## src/rtl/sdram_arbiter.sv

```systemverilog
// Round-robin arbiter sharing one SDRAM controller port between
// instruction fetch (read only) and the memory stage (read/write).
module sdram_arbiter #(
    parameter int ADDR_W = 32,
    parameter int DATA_W = 32
) (
    input  logic                clk,
    input  logic                reset,
    input  logic                if_req,
    input  logic [ADDR_W-1:0]   if_addr,
    output logic                if_fin,
    output logic [DATA_W-1:0]   if_data,
    input  logic                mem_rd_req,
    input  logic                mem_wr_req,
    input  logic [ADDR_W-1:0]   mem_addr,
    input  logic [DATA_W-1:0]   mem_wdata,
    input  logic [DATA_W/8-1:0] mem_wmask,
    output logic                mem_fin,
    output logic [DATA_W-1:0]   mem_rdata,
    output logic                sdram_rd_req,
    output logic [ADDR_W-1:0]   sdram_rd_addr,
    input  logic                sdram_rd_fin,
    input  logic [DATA_W-1:0]   sdram_rd_data,
    output logic                sdram_wr_req,
    output logic [ADDR_W-1:0]   sdram_wr_addr,
    output logic [DATA_W-1:0]   sdram_wr_data,
    output logic [DATA_W/8-1:0] sdram_wr_mask,
    input  logic                sdram_wr_fin,
    output logic                busy
);

    localparam int MASK_W = DATA_W / 8;

    typedef enum logic [2:0] {
        S_IDLE,
        S_IF_RD,
        S_MEM_RD,
        S_MEM_WR,
        S_DONE
    } state_t;

    state_t              r_state,    w_state;
    logic                r_last_mem, w_last_mem;
    logic                r_rd_req,   w_rd_req;
    logic                r_wr_req,   w_wr_req;
    logic                r_if_fin,   w_if_fin;
    logic                r_mem_fin,  w_mem_fin;
    logic [ADDR_W-1:0]   r_rd_addr,  w_rd_addr;
    logic [ADDR_W-1:0]   r_wr_addr,  w_wr_addr;
    logic [DATA_W-1:0]   r_wr_data,  w_wr_data;
    logic [MASK_W-1:0]   r_wr_mask,  w_wr_mask;
    logic [DATA_W-1:0]   r_if_data,  w_if_data;
    logic [DATA_W-1:0]   r_mem_data, w_mem_data;
    logic                w_mem_req;
    logic                w_grant_mem;

    // On a tie the requester that did not own the last grant wins
    assign w_mem_req   = mem_rd_req | mem_wr_req;
    assign w_grant_mem = w_mem_req & (~if_req | ~r_last_mem);

    always_comb begin
        w_state    = r_state;
        w_last_mem = r_last_mem;
        w_rd_req   = r_rd_req;
        w_wr_req   = r_wr_req;
        w_if_fin   = 1'b0;
        w_mem_fin  = 1'b0;
        w_rd_addr  = r_rd_addr;
        w_wr_addr  = r_wr_addr;
        w_wr_data  = r_wr_data;
        w_wr_mask  = r_wr_mask;
        w_if_data  = r_if_data;
        w_mem_data = r_mem_data;
        case (r_state)
            S_IDLE: begin
                if (w_grant_mem) begin
                    w_last_mem = 1'b1;
                    if (mem_wr_req) begin
                        w_wr_req  = 1'b1;
                        w_wr_addr = mem_addr;
                        w_wr_data = mem_wdata;
                        w_wr_mask = mem_wmask;
                        w_state   = S_MEM_WR;
                    end else begin
                        w_rd_req  = 1'b1;
                        w_rd_addr = mem_addr;
                        w_state   = S_MEM_RD;
                    end
                end else if (if_req) begin
                    w_last_mem = 1'b0;
                    w_rd_req   = 1'b1;
                    w_rd_addr  = if_addr;
                    w_state    = S_IF_RD;
                end
            end
            S_IF_RD: begin
                if (sdram_rd_fin) begin
                    w_rd_req  = 1'b0;
                    w_if_data = sdram_rd_data;
                    w_if_fin  = 1'b1;
                    w_state   = S_DONE;
                end
            end
            S_MEM_RD: begin
                if (sdram_rd_fin) begin
                    w_rd_req   = 1'b0;
                    w_mem_data = sdram_rd_data;
                    w_mem_fin  = 1'b1;
                    w_state    = S_DONE;
                end
            end
            S_MEM_WR: begin
                if (sdram_wr_fin) begin
                    w_wr_req  = 1'b0;
                    w_mem_fin = 1'b1;
                    w_state   = S_DONE;
                end
            end
            // Requests ignored here so a requester can drop req after fin
            S_DONE:  w_state = S_IDLE;
            default: w_state = S_IDLE;
        endcase
    end

    always_ff @(negedge clk) begin
        if (reset) begin
            r_state    <= S_IDLE;
            r_last_mem <= 1'b0;
            r_rd_req   <= 1'b0;
            r_wr_req   <= 1'b0;
            r_if_fin   <= 1'b0;
            r_mem_fin  <= 1'b0;
            r_rd_addr  <= '0;
            r_wr_addr  <= '0;
            r_wr_data  <= '0;
            r_wr_mask  <= '0;
            r_if_data  <= '0;
            r_mem_data <= '0;
        end else begin
            r_state    <= w_state;
            r_last_mem <= w_last_mem;
            r_rd_req   <= w_rd_req;
            r_wr_req   <= w_wr_req;
            r_if_fin   <= w_if_fin;
            r_mem_fin  <= w_mem_fin;
            r_rd_addr  <= w_rd_addr;
            r_wr_addr  <= w_wr_addr;
            r_wr_data  <= w_wr_data;
            r_wr_mask  <= w_wr_mask;
            r_if_data  <= w_if_data;
            r_mem_data <= w_mem_data;
        end
    end

    assign if_fin        = r_if_fin;
    assign if_data       = r_if_data;
    assign mem_fin       = r_mem_fin;
    assign mem_rdata     = r_mem_data;
    assign sdram_rd_req  = r_rd_req;
    assign sdram_rd_addr = r_rd_addr;
    assign sdram_wr_req  = r_wr_req;
    assign sdram_wr_addr = r_wr_addr;
    assign sdram_wr_data = r_wr_data;
    assign sdram_wr_mask = r_wr_mask;
    assign busy          = (r_state != S_IDLE);

endmodule

```

## config.mk

```make
export PLATFORM = sky130hd
export DESIGN_NAME = sdram_arbiter
export DESIGN_NICKNAME = d
export VERILOG_FILES = /design/src/rtl/sdram_arbiter.sv
export SDC_FILE = /design/constraint.sdc
export NUM_CORES = 1
export LEC_CHECK = 0
export BUFFER_PORTS_ARGS = -buffer_cell sky130_fd_sc_hd__clkbuf_2
export CAP_MARGIN = 10
export CELL_PAD_IN_SITES_DETAIL_PLACEMENT = 0
export CELL_PAD_IN_SITES_GLOBAL_PLACEMENT = 1
export CORE_MARGIN = 4
export CORE_UTILIZATION = 30
export DETAILED_ROUTE_END_ITERATION = 10
export GPL_TIMING_DRIVEN = 0
export PLACE_DENSITY = 0.71
export SLEW_MARGIN = 20
export SYNTH_ARGS = -nofsm -noshare
export SYNTH_HDL_FRONTEND = slang
export SYNTH_SLANG_ARGS = --single-unit
```

## constraint.sdc

```tcl
create_clock -name clk -period 2.5 [get_ports clk]
set_input_delay 0 -clock clk [delete_from_list [all_inputs] [get_ports clk]]
set_output_delay 0 -clock clk [all_outputs]
set_load 0.03 [all_outputs]
```

==> results.ini <==
[synth]
synth.most_common_cell=nand2_1
synthAdderAreaFrac=0
synth_area_sq_um=6430
synthMuxAreaShare=0.0514
synth_cells=766
synth-seq-area-share=0.536
syn_avg_cell_area_sq_um=8.39
syn-num-nets=905
synthTopCellsByCount=nand2_1, dfxtp_1, a21oi_1, nor2_1
synthTopCellsByArea=dfxtp_1, nand2_1, a21oi_1, mux2i_1, a211oi_2
yosys_warnings=0
synth_area_leader_cell=dfxtp_1
synthSimpleGateAreaFrac=0.195
synthDistinctLibCells=30
synth_xor_area_frac=0.00136
async_flop_share=0
synth-main-ff-cell=dfxtp_1
synth_edf_count=0
synth_top_family_by_area=simple AND/OR/NAND/NOR gates
yosysTopAreaCellShare=0.536
synth_compound_area_frac=0.169
ys_seq_elements=172

[worst_setup_path]
cp_max_fo=5
cp-end-kind=primary output
crit_path_start_kind=flop
arrival_ns=2.49
crit_type=reg -> out
crit_required_ns=2.50

[sta]
setup_violations=0
hold_violations=0
fin_ws_ns=0.0128
worst_pin_slew_ns=0.736
maxSlewViolCount=0
rsz0062_at_grt=yes
relSlewSlack=0.509
clock_skew_ns=0.0207

[global_routing]
track_usage=0.185
grt.overflow.total=0
grt_pass1_wl_mm=35.6
grt_pass1_vias=7173
grt_max_degree=19
antenna_found_initial=0

[cts]
cts_max_level=4
clkLatencyLatePin_ns=0.47
cts_buffer_depth=2
path_clk_slew_ns=0.04
cts_sinks=172
cts_tree=built
root_buffer=clkbuf_16
holdBufCountCts=0
cts_buffers=17

[pwr]
ir_worst_vdd_v=0.000456
p_total_w=0.00950
leakage_nw=4.92
powerDensity_nw_per_um2=982

[detailed_routing]
ant_nets=0
drcViolationCount=0
viasPerCell=4.50
dr_total_vias=7028
finalWirelength_mm=22.9
post_drt_wl_per_cell_um=14.7
dr.pass1.iters=5
drtIter0Drc=219

[placed_design]
placed_area_sq_um=8300
place_congestion=0.764
placedCellCount=1347
dp_slack_ns=-0.469
dp_hpwl_mm=16.7
io_buffers=306

[flow_run]
drv_cap=0

[final_layout]
finalInstanceArea_sq_um=9670
ff_latch_area_sq_um=3450
diodes=0
final_nets=1412
syn_to_final_growth_pct=50.5
fin_cells=1561
multi_input_area_sq_um=2690
drive_gt1_frac=0.313
fillers=2215

[die]
die_w_um=154
die_h_um=154
initial_core_util=0.306
dieArea_sq_um=23800
core_area_sq_um=21000
ioPinCount=308
rows=53

[worst_hold_path]
min-delay-path-class=reg -> reg

[run_status]
status=finished, final reports clean

## what timing repair did
item | in CTS | in global routing
cloned | 0 | 0
setup endpoints to repair | 1 | 112
buffers inserted | 9 | 2
resized for setup | 3 | 10
pin swaps | 1 | 1
## worst max-delay path, stage by stage, from the launching register on
cell	delay, ns
dfxtp_4	0.35
nor3_4	0.20
inv_2	0.08
buf_8	0.14
## power breakdown
group,total [W],internal [W],switching [W],leakage (nW)
Clock,0.00379,0.00173,0.00205,1.21
Sequential,0.00327,0.00310,0.000171,1.40
Combinational,0.00245,0.000803,0.00164,2.30
## state kept, by name, indices dropped and copies added, names as in the netlist, 3 cells and up
name and count:
mem_rdata 32, sdram_rd_addr 32, sdram_wr_addr 32, if_data 32, sdram_wr_mask 4, sdram_wr_data 32
r_state 3
## worst paths after layout
kind	startpoint	to	slack, ns	depth (start not counted)
max	r_state[2]	busy	0.01	3
min	sdram_wr_data[7]	sdram_wr_data[7]	0.45	2
max reg2reg	r_state[2]	sdram_rd_addr[5]	0.12	14
min reg2reg	sdram_wr_data[7]	sdram_wr_data[7]	0.45	2
## layer usage
layer | share of wire | GRT usage | up-vias | wire (um)
met1 | 0.42 | 0.207 | 3211 | 9510
met4 | 0.020 | 0.102 | 0 | 466
met2 | 0.48 | 0.288 | 238 | 11100
li1 | - | - | 3551 | -
met5 | 0 | 0 | - | 0
met3 | 0.080 | 0.0929 | 28 | 1840
## kinds of logic after synthesis
kind of cell | count (synthesis)
simple gates | 320
compound gates | 176
flops | 172
buf+inv | 64
mux | 33
xor+xnor | 1
## cell type report
cell class              instances  area share
plain buffers                  60      0.0307
clock buffers                  17      0.0440
clock inverters               187      0.0858
inverters                       3     0.00116
multi-input cells             530       0.278
flip-flops and latches        172       0.356
well taps                     275      0.0356
repair buffers                317       0.168
## stage by stage
stage / hold WS (ns) / TNS, ns / utilization
after global placement: 0.442 / -38.60 / 0.395
after CTS: 0.450 / -0.0660 / 0.458
after global routing: 0.464 / -0.0640 / 0.460
final: 0.449 / 0 / 0.460
after floorplan: 0.477 / 0 / -
after detailed placement: 0.446 / -42.03 / 0.395
## cell usage in the layout (no fill, tap or decap), types with 2 or more instances in the layout
cell type / n
and3_1: 2
inv_1: 174
clkinv_8: 4
inv_6: 2
nor2b_1: 3
clkbuf_16: 17
nand3b_1: 2
inv_12: 2
clkbuf_1: 32
buf_4: 16
o21ai_0: 2
a211oi_1: 13
and3b_1: 2
a211oi_2: 20
mux2i_1: 33
buf_2: 17
dfxtp_1: 170
inv_8: 4
nor3_1: 2
nor2_1: 38
clkinv_4: 2
clkbuf_2: 306
nand2_1: 266
buf_6: 4
nand2b_1: 2
a21oi_1: 136
Power figures use the tool's default switching activity.
